### src/rtl/vga_frame_renderer_pkg.sv
// Shared definitions for the VGA frame renderer: entity codes, palette
// and the default 640x480@60 Hz timing numbers.
package vga_frame_renderer_pkg;

    // Entity code returned by the game logic for each presented coordinate
    typedef enum logic [1:0] {
        ENT_NOTHING    = 2'd0,
        ENT_SNAKE_HEAD = 2'd1,
        ENT_SNAKE_TAIL = 2'd2,
        ENT_APPLE      = 2'd3
    } entity_e;

    // Palette, {R[3:0],G[3:0],B[3:0]}
    localparam logic [11:0] COLOR_BG      = 12'h000;
    localparam logic [11:0] COLOR_HEAD    = 12'h0F0;
    localparam logic [11:0] COLOR_TAIL    = 12'h080;
    localparam logic [11:0] COLOR_APPLE   = 12'hF00;
    localparam logic [11:0] COLOR_OVER_BG = 12'h400;
    localparam logic [11:0] COLOR_WON_BG  = 12'h040;

    // Default 640x480@60 Hz timing (25 MHz pixel clock)
    localparam int DEF_H_VISIBLE = 640;
    localparam int DEF_H_FP      = 16;
    localparam int DEF_H_SYNC    = 96;
    localparam int DEF_H_BP      = 48;
    localparam int DEF_V_VISIBLE = 480;
    localparam int DEF_V_FP      = 10;
    localparam int DEF_V_SYNC    = 2;
    localparam int DEF_V_BP      = 33;
    localparam int DEF_UPDATE_DIV = 8;

endpackage

### src/rtl/vga_sync_counter.sv
// Horizontal/vertical raster counters with the raw (stage 0) display
// enable, active-low sync levels and an end-of-frame strobe.
module vga_sync_counter
    import vga_frame_renderer_pkg::*;
#(
    parameter int H_VISIBLE = DEF_H_VISIBLE,
    parameter int H_FP      = DEF_H_FP,
    parameter int H_SYNC    = DEF_H_SYNC,
    parameter int H_BP      = DEF_H_BP,
    parameter int V_VISIBLE = DEF_V_VISIBLE,
    parameter int V_FP      = DEF_V_FP,
    parameter int V_SYNC    = DEF_V_SYNC,
    parameter int V_BP      = DEF_V_BP
) (
    input  logic       vga_clk,
    input  logic       reset,
    output logic [9:0] o_h_cnt,
    output logic [9:0] o_v_cnt,
    output logic       o_de,
    output logic       o_hs_n,
    output logic       o_vs_n,
    output logic       o_frame_end
);

    localparam logic [9:0] H_VIS_END = 10'(H_VISIBLE);
    localparam logic [9:0] H_SYNC_LO = 10'(H_VISIBLE + H_FP);
    localparam logic [9:0] H_SYNC_HI = 10'(H_VISIBLE + H_FP + H_SYNC);
    localparam logic [9:0] H_LAST    = 10'(H_VISIBLE + H_FP + H_SYNC + H_BP - 1);
    localparam logic [9:0] V_VIS_END = 10'(V_VISIBLE);
    localparam logic [9:0] V_SYNC_LO = 10'(V_VISIBLE + V_FP);
    localparam logic [9:0] V_SYNC_HI = 10'(V_VISIBLE + V_FP + V_SYNC);
    localparam logic [9:0] V_LAST    = 10'(V_VISIBLE + V_FP + V_SYNC + V_BP - 1);

    logic [9:0] r_h_cnt;
    logic [9:0] r_v_cnt;
    logic       w_line_end;

    assign w_line_end = (r_h_cnt == H_LAST);

    // Raster scan: h wraps every line, v advances on each line wrap
    always_ff @(posedge vga_clk) begin
        if (reset) begin
            r_h_cnt <= 10'd0;
            r_v_cnt <= 10'd0;
        end else if (w_line_end) begin
            r_h_cnt <= 10'd0;
            r_v_cnt <= (r_v_cnt == V_LAST) ? 10'd0 : r_v_cnt + 10'd1;
        end else begin
            r_h_cnt <= r_h_cnt + 10'd1;
        end
    end

    assign o_h_cnt     = r_h_cnt;
    assign o_v_cnt     = r_v_cnt;
    assign o_de        = (r_h_cnt < H_VIS_END) && (r_v_cnt < V_VIS_END);
    assign o_hs_n      = !((r_h_cnt >= H_SYNC_LO) && (r_h_cnt < H_SYNC_HI));
    assign o_vs_n      = !((r_v_cnt >= V_SYNC_LO) && (r_v_cnt < V_SYNC_HI));
    assign o_frame_end = w_line_end && (r_v_cnt == V_LAST);

endmodule

### src/rtl/vga_frame_renderer.sv
// VGA frame renderer: presents raster coordinates to the game logic,
// turns the returned entity code into RGB two cycles later with syncs
// delayed to match, and divides frames down into the game update tick.
module vga_frame_renderer
    import vga_frame_renderer_pkg::*;
#(
    parameter int H_VISIBLE  = DEF_H_VISIBLE,
    parameter int H_FP       = DEF_H_FP,
    parameter int H_SYNC     = DEF_H_SYNC,
    parameter int H_BP       = DEF_H_BP,
    parameter int V_VISIBLE  = DEF_V_VISIBLE,
    parameter int V_FP       = DEF_V_FP,
    parameter int V_SYNC     = DEF_V_SYNC,
    parameter int V_BP       = DEF_V_BP,
    parameter int UPDATE_DIV = DEF_UPDATE_DIV
) (
    input  logic        vga_clk,
    input  logic        reset,
    output logic [9:0]  x_out,
    output logic [9:0]  y_out,
    input  logic [1:0]  entity,
    input  logic        game_over,
    input  logic        game_won,
    output logic        update_tick,
    output logic        hsync,
    output logic        vsync,
    output logic [11:0] rgb
);

    localparam int            FW         = (UPDATE_DIV > 1) ? $clog2(UPDATE_DIV) : 1;
    localparam logic [FW-1:0] FRAME_LAST = FW'(UPDATE_DIV - 1);

    logic          w_de;
    logic          w_hs_n;
    logic          w_vs_n;
    logic          w_frame_end;
    entity_e       w_entity;
    logic [11:0]   w_pixel_rgb;

    logic          r_de_d1;
    logic          r_hs_n_d1;
    logic          r_vs_n_d1;
    logic [11:0]   r_rgb;
    logic          r_hsync;
    logic          r_vsync;
    logic [FW-1:0] r_frame_cnt;
    logic          r_update_tick;

    vga_sync_counter #(
        .H_VISIBLE (H_VISIBLE),
        .H_FP      (H_FP),
        .H_SYNC    (H_SYNC),
        .H_BP      (H_BP),
        .V_VISIBLE (V_VISIBLE),
        .V_FP      (V_FP),
        .V_SYNC    (V_SYNC),
        .V_BP      (V_BP)
    ) u_sync (
        .vga_clk     (vga_clk),
        .reset       (reset),
        .o_h_cnt     (x_out),
        .o_v_cnt     (y_out),
        .o_de        (w_de),
        .o_hs_n      (w_hs_n),
        .o_vs_n      (w_vs_n),
        .o_frame_end (w_frame_end)
    );

    assign w_entity = entity_e'(entity);

    // Stage 1: hold raster qualifiers while the game logic registers entity
    always_ff @(posedge vga_clk) begin
        if (reset) begin
            r_de_d1   <= 1'b0;
            r_hs_n_d1 <= 1'b1;
            r_vs_n_d1 <= 1'b1;
        end else begin
            r_de_d1   <= w_de;
            r_hs_n_d1 <= w_hs_n;
            r_vs_n_d1 <= w_vs_n;
        end
    end

    // Map entity code to colour; blank area and empty cells get background
    always_comb begin
        w_pixel_rgb = COLOR_BG;
        if (r_de_d1) begin
            case (w_entity)
                ENT_SNAKE_HEAD: w_pixel_rgb = COLOR_HEAD;
                ENT_SNAKE_TAIL: w_pixel_rgb = COLOR_TAIL;
                ENT_APPLE:      w_pixel_rgb = COLOR_APPLE;
                default: begin
                    if (game_won) begin
                        w_pixel_rgb = COLOR_WON_BG;
                    end else if (game_over) begin
                        w_pixel_rgb = COLOR_OVER_BG;
                    end else begin
                        w_pixel_rgb = COLOR_BG;
                    end
                end
            endcase
        end
    end

    // Stage 2: register pixel colour and syncs so they leave together
    always_ff @(posedge vga_clk) begin
        if (reset) begin
            r_rgb   <= 12'h000;
            r_hsync <= 1'b1;
            r_vsync <= 1'b1;
        end else begin
            r_rgb   <= w_pixel_rgb;
            r_hsync <= r_hs_n_d1;
            r_vsync <= r_vs_n_d1;
        end
    end

    // Count frames; pulse the update tick for one cycle every UPDATE_DIV frames
    always_ff @(posedge vga_clk) begin
        if (reset) begin
            r_frame_cnt   <= '0;
            r_update_tick <= 1'b0;
        end else begin
            r_update_tick <= 1'b0;
            if (w_frame_end) begin
                if (r_frame_cnt == FRAME_LAST) begin
                    r_frame_cnt   <= '0;
                    r_update_tick <= 1'b1;
                end else begin
                    r_frame_cnt <= r_frame_cnt + FW'(1);
                end
            end
        end
    end

    assign rgb         = r_rgb;
    assign hsync       = r_hsync;
    assign vsync       = r_vsync;
    assign update_tick = r_update_tick;

endmodule

### config.mk
export PLATFORM = sky130hd
export DESIGN_NAME = vga_frame_renderer
export DESIGN_NICKNAME = d
export VERILOG_FILES = /design/src/rtl/vga_frame_renderer_pkg.sv /design/src/rtl/vga_sync_counter.sv /design/src/rtl/vga_frame_renderer.sv
export SDC_FILE = /design/constraint.sdc
export NUM_CORES = 1
export LEC_CHECK = 0
export ABC_CLOCK_PERIOD_IN_PS = 1950
export CORE_UTILIZATION = 40
export DETAILED_ROUTE_END_ITERATION = 12
export GPL_TIMING_DRIVEN = 1
export HOLD_SLACK_MARGIN = 0.12
export PLACE_DENSITY = 0.7
export SYNTH_ARGS = -nofsm -noshare
export SYNTH_HDL_FRONTEND = slang
export SYNTH_SLANG_ARGS = --single-unit
### constraint.sdc
create_clock -name vga_clk -period 1.95 [get_ports vga_clk]
set_input_delay 0.39 -clock vga_clk [delete_from_list [all_inputs] [get_ports vga_clk]]
set_output_delay 0.39 -clock vga_clk [all_outputs]
set_load 0.1 [all_outputs]
Word-level counts from Yosys, hierarchy flattened
Index checks and enable logic that the tools add are counted.

Bits in registers: 41. Latch bits: 0. RAM bits: 0. Memory bits (read-only): 0. Bits of input ports: 6. Output and inout bits: 35. Logic and storage cells: 42. Memories: 0.

Add/subtract/negate cells: 3. Multiply operators: 0. Divide/modulo/power cells: 0. $lt $le $gt $ge: 6. Eq/ne operators: 6. Shift-type cells: 0. Muxes and demuxes: 6. Bitwise operators: 2. Reductions and logical operators: 9.

Operators with widths (number): $pmux 12 s3 (1); $mux 11 (2); $add 10x1->10 const B (2); $eq 10x10->1 const B (2); $lt 10x10->1 const B (2); $lt 10x9->1 const B (2); $ge 10x10->1 const B (1); $ge 10x9->1 const B (1); $mux 10 (1); $reduce_or 2->1 (3); $eq 2x2->1 const B (2); $logic_and 1x1->1 (4); $add 3x1->3 const B (1); $eq 3x3->1 const B (1); $mux 3 (1); $eq 2x1->1 const B (1); $logic_not 1->1 (2); $not 1->1 (2); $mux 1 (1).

Longest topological paths before layout
Gate-level depths: netlist of the first run.

Depth in word-level cells: 4. Gate-level depth with buffers: 8. Depth with buffers taken out: 6.

Hierarchy
A second synthesis of the first run with hierarchy kept.

Cell total of the unflattened synthesis: 172. Area total of the unflattened synthesis: 1626.6 sq um.

By module, submodules not included: vga_sync_counter (times used 1, cells each 118, area an instance 1062.3 sq um, seq. area each 400.4 sq um); vga_frame_renderer (times used 1, cells each 54, area an instance 564.3 sq um, seq. area each 280.3 sq um).

Worst setup path before layout of the first run
No wires, ideal clock.

Path type: reg-to-reg. Start: reg u_sync.r_h_cnt[0] (netlist: u_sync.o_h_cnt[0]). End: reg u_sync.r_v_cnt[5] (netlist: u_sync.o_v_cnt[5]). Library setup time: 0.070 ns. Arrival: 2.511 ns. Required time: 1.880 ns. Path slack: -0.631 ns. Cell stages (with the launch flop): 7. Buffers on the path: 1. Period minus slack after synthesis: 2.581 ns. Path through: dfxtp_1 > ha_1 > and4_1 > clkbuf_1 > nand4_1 > or3_2 > a21oi_1.

Word-level cells in the longest chain between the ends: 1.

Ends and longest elaborated chain: from (decl) (line vga_sync_counter.sv:34) `logic [9:0] r_h_cnt;`; from (signal assigned) (line vga_sync_counter.sv:49) `r_h_cnt <= r_h_cnt + 10'd1;`; $eq 10x10->1 (line vga_sync_counter.sv:38) `assign w_line_end = (r_h_cnt == H_LAST);`; to (signal assigned) (line vga_sync_counter.sv:47) `r_v_cnt <= (r_v_cnt == V_LAST) ? 10'd0 : r_v_cnt + 10'd1;`; to (decl) (line vga_sync_counter.sv:35) `logic [9:0] r_v_cnt;`.

Every way passes these cells. A chain may end at the register's enable or synchronous reset.

Worst setup path in the final report of the first run
Start: reg u_sync.r_v_cnt[5] (netlist: u_sync.o_v_cnt[5]). End: reg r_frame_cnt[0].

Word-level cells in the longest chain between the ends: 2.

Ends and longest elaborated chain: $eq 10x10->1 (line vga_sync_counter.sv:58) `assign o_frame_end = w_line_end && (r_v_cnt == V_LAST);`; $logic_and 1x1->1 (line vga_sync_counter.sv:58); to (signal assigned) (line vga_frame_renderer.sv:130) `r_frame_cnt <= r_frame_cnt + FW'(1);`; to (decl) (line vga_frame_renderer.sv:46) `logic [FW-1:0] r_frame_cnt;`.

Every way passes these cells.

==> key figures, run 1 <==
Placement
  – Pre-CTS setup slack: 67.6 ps
  – GPL Wtd Cong: 0.824
  – DP Area: 1970 µm²
  – HPWL after detailed placement: 2.45 mm
  – PortBufs: 36
  – DP Cell Count: 255

Setup path
  – Worst-path maximum fanout: 8
  – Crit path DAT: 2140 ps
  – Crit-path cells: or3_1 -> or4_4 -> or4_1 -> a21oi_1
  – Worst setup SP type: flop
  – RR Endpoint: r_frame_cnt[0]
  – Slowest CP cell: or4_4
  – Reg2reg start: u_sync.o_v_cnt[5]
  – Worst path required time: 2160 ps
  – Crit path capture type: flop
  – Critical path type: reg2reg
  – R2R Setup Slk: 20 ps
  – Largest stage delay, worst path: 500 ps
  – Reg2Reg Depth: 4

Finish
  – Final non-filler cell area: 2080 µm²
  – Area delta synth->final: 31.9%
  – Antenna cells: 0
  – Fin cells: 266
  – Nets: 232
  – Utilization after layout: 0.559
  – Share of layout cells above drive strength 1: 0.317

Die
  – Row count: 22
  – Core area: 3720 µm²
  – Die Width: 64.7 µm
  – Die area: 4190 µm²
  – Initial Utilization: 0.424
  – Top Ports: 41
  – Die H: 64.7 µm

Routing
  – DRT met1 WL: 1.51 mm
  – Met2 WL: 1.59 mm
  – WL per Instance: 12.5 µm
  – Initial DRC count: 78
  – Via count: 1340
  – DRT Wirelength: 3.33 mm
  – DR DRC count: 0
  – ANT nets after route: 0
  – Top layer in use: met4
  – Met3 routed WL: 172 µm
  – DR pass1 iterations: 4
  – Via density: 5.04

Job
  – Max-cap violations: 0

GRT
  – Pin count of the biggest net entering global routing: 16
  – Tot GR Track Use: 0.174
  – Antenna violations before repair: 0
  – Vias in the first global route: 1216
  – First-pass GRT wire length: 5.55 mm
  – GR Overflow Total: 0

Logic synthesis
  – Synth Area per Inst: 8.84 µm²
  – Synth unique cells: 33
  – Synth Instances: 178
  – Register area share after synthesis: 0.432
  – Synth Register Bits: 34
  – Synth warn: 0
  – Synthesized area: 1570 µm²

Clocking
  – Worst-path clk slew: 60 ps
  – Clock tree buffer depth: 2
  – TritonCTS clock tree: done
  – Clock buffer count from CTS: 5
  – H-tree depth: 2
  – Worst-Skew Late Latency: 280 ps
  – CTS sink count: 34
  – Root Buffer: clkbuf_8

Hold path
  – Hold_sp: r_hs_n_d1
  – Worst hold endpoint: hsync
  – Worst hold path class: reg2reg
  – Hold Crit Depth: 1

Run status
  – Status: complete, no violations

Pwr
  – Worst vdd ir: 0.359 mV
  – Leak: 0.830 nW
  – P per Cell Area: 659 nW/µm²

Timing
  – Worst-margin pin slew: 490 ps
  – Final hold viol count: 0
  – Final Max Slew Viols: 0
  – Final WS setup: 21.3 ps
  – Fmax: 0.518 GHz
  – Setup Skew: 4.16 ps
  – Tcrit/Tclk final: 0.989
  – Number of setup violations in the final report: 0
  – Fin crit period: 1930 ps
  – Max_slew headroom: 0.670
  – Hold Slack: 407 ps
==> sequential cells by signal, summed over array words and instances (netlist names) <==
name            count
hsync               1
r_frame_cnt         3
r_vs_n_d1           1
u_sync.o_v_cnt     10
rgb                 5
r_hs_n_d1           1
r_de_d1             1
vsync               1
update_tick         1
u_sync.o_h_cnt     10
==> worst max-delay path: cells and delay by family (launching register included) <==
family	cells	cell delay (ps)
AND/OR/NAND/NOR	3	1310
AO/OA/AOI/OAI	1	180
flip-flops	1	370
==> per-layer routing <==
metal  vias to the layer above  track usage
met2                        34        0.277
met5                         -            0
met3                         6       0.0493
met4                         0       0.0833
li1                        680            -
met1                       620        0.215
==> layout make-up <==
cell class	count	area (µm²)
clock buffer	8	80.1
fill	349	1640
inverter	8	30.0
multi-input combinational	125	807
sequential	34	726
tap	48	60.1
timing repair buffer	43	373
==> cell usage after synthesis <==
master,n,share of area
a21o_1,1,0.0048
a21oi_1,11,0.035
and2_1,3,0.012
and3_1,4,0.016
and4_1,1,0.0056
buf_2,1,0.0032
buf_4,7,0.033
clkbuf_1,6,0.014
conb_1,1,0.0024
dfxtp_1,34,0.43
ha_1,9,0.072
inv_1,8,0.019
mux2i_1,1,0.0064
nand2_1,9,0.021
nand2b_1,4,0.016
nand3_1,8,0.025
nand3b_1,2,0.0095
nand4_1,8,0.032
nand4b_1,2,0.011
nor2_1,16,0.038
nor2b_1,2,0.0079
nor3_1,3,0.0095
nor3b_2,1,0.0079
nor4_1,3,0.012
o21ai_0,7,0.022
o31ai_1,3,0.014
or2_2,2,0.0079
or3_1,3,0.012
or3_2,1,0.0048
or4_1,5,0.024
or4_4,1,0.0072
xnor2_1,6,0.033
xor2_1,5,0.028
==> what timing repair did <==
item / 4_1_cts / 5_1_grt
endpoints found under the setup margin: 0 / 2
buffers inserted: 0 / 3
endpoints found under the hold margin: 0 / 0
hold buffers: 0 / 0
resized for setup: 0 / 0
==> cell usage in the layout, fill, tap and decap left out, drive strengths merged, types with 6 or more instances in the layout <==
master,instances
nand2,9
nand3,8
nor2,16
clkbuf,8
or4,6
xnor2,6
inv,8
ha,9
buf,38
nand4,8
a21oi,11
dfxtp,34
o21ai,7
==> kinds of logic (layout without fill, tap and decap cells) <==
family	after synthesis	in the layout	share of synthesized area
mux	1	1	0.00636
other cells	1	4	0.00238
simple gates	78	78	0.280
xor+xnor	11	11	0.0612
flops	34	34	0.432
compound gates	22	22	0.0763
buf+inv	22	59	0.0699
fa+ha+maj	9	9	0.0715
==> metrics by stage <==
| stage | power [W] | setup TNS, ps |
|---|---|---|
| 6_report | 0.00137 | 0 |
| 5_1_grt | 0.00143 | -12.7 |
| 4_1_cts | 0.00139 | 0 |
| 3_5_place_dp | 0.000898 | 0 |
| 3_3_place_gp | 0.000896 | 0 |
| 2_1_floorplan | 0.000869 | 0 |
==> power by group <==
part | internal (W) | switching (W)
registers | 0.000696 | 0.0000106
logic | 0.0000374 | 0.000138
clock network | 0.000253 | 0.000232
total | 0.000987 | 0.000381
==> worst max path at each step <==
stage,start,end,slack [ps],cells past startpoint
final,u_sync.o_v_cnt[5],r_frame_cnt[0],20,4
after floorplan,u_sync.o_v_cnt[6],r_frame_cnt[0],2,4
after global routing,u_sync.o_h_cnt[0],u_sync.o_v_cnt[7],-10,5
after global placement,u_sync.o_v_cnt[5],r_frame_cnt[0],170,4
after CTS,u_sync.o_v_cnt[5],r_frame_cnt[0],60,4
after detailed placement,u_sync.o_v_cnt[5],r_frame_cnt[0],70,4
Power figures use the tool's default switching activity.
==> run 2, diff against run 1 <==
--- a/config.mk
+++ b/config.mk
@@ -5,7 +5,6 @@
 export SDC_FILE = /design/constraint.sdc
 export NUM_CORES = 1
 export LEC_CHECK = 0
-export ABC_CLOCK_PERIOD_IN_PS = 1950
 export CORE_UTILIZATION = 40
 export DETAILED_ROUTE_END_ITERATION = 12
 export GPL_TIMING_DRIVEN = 1
==> results of run 2 <==
The final DEF is identical to that of run 1; final timing and power are the same.
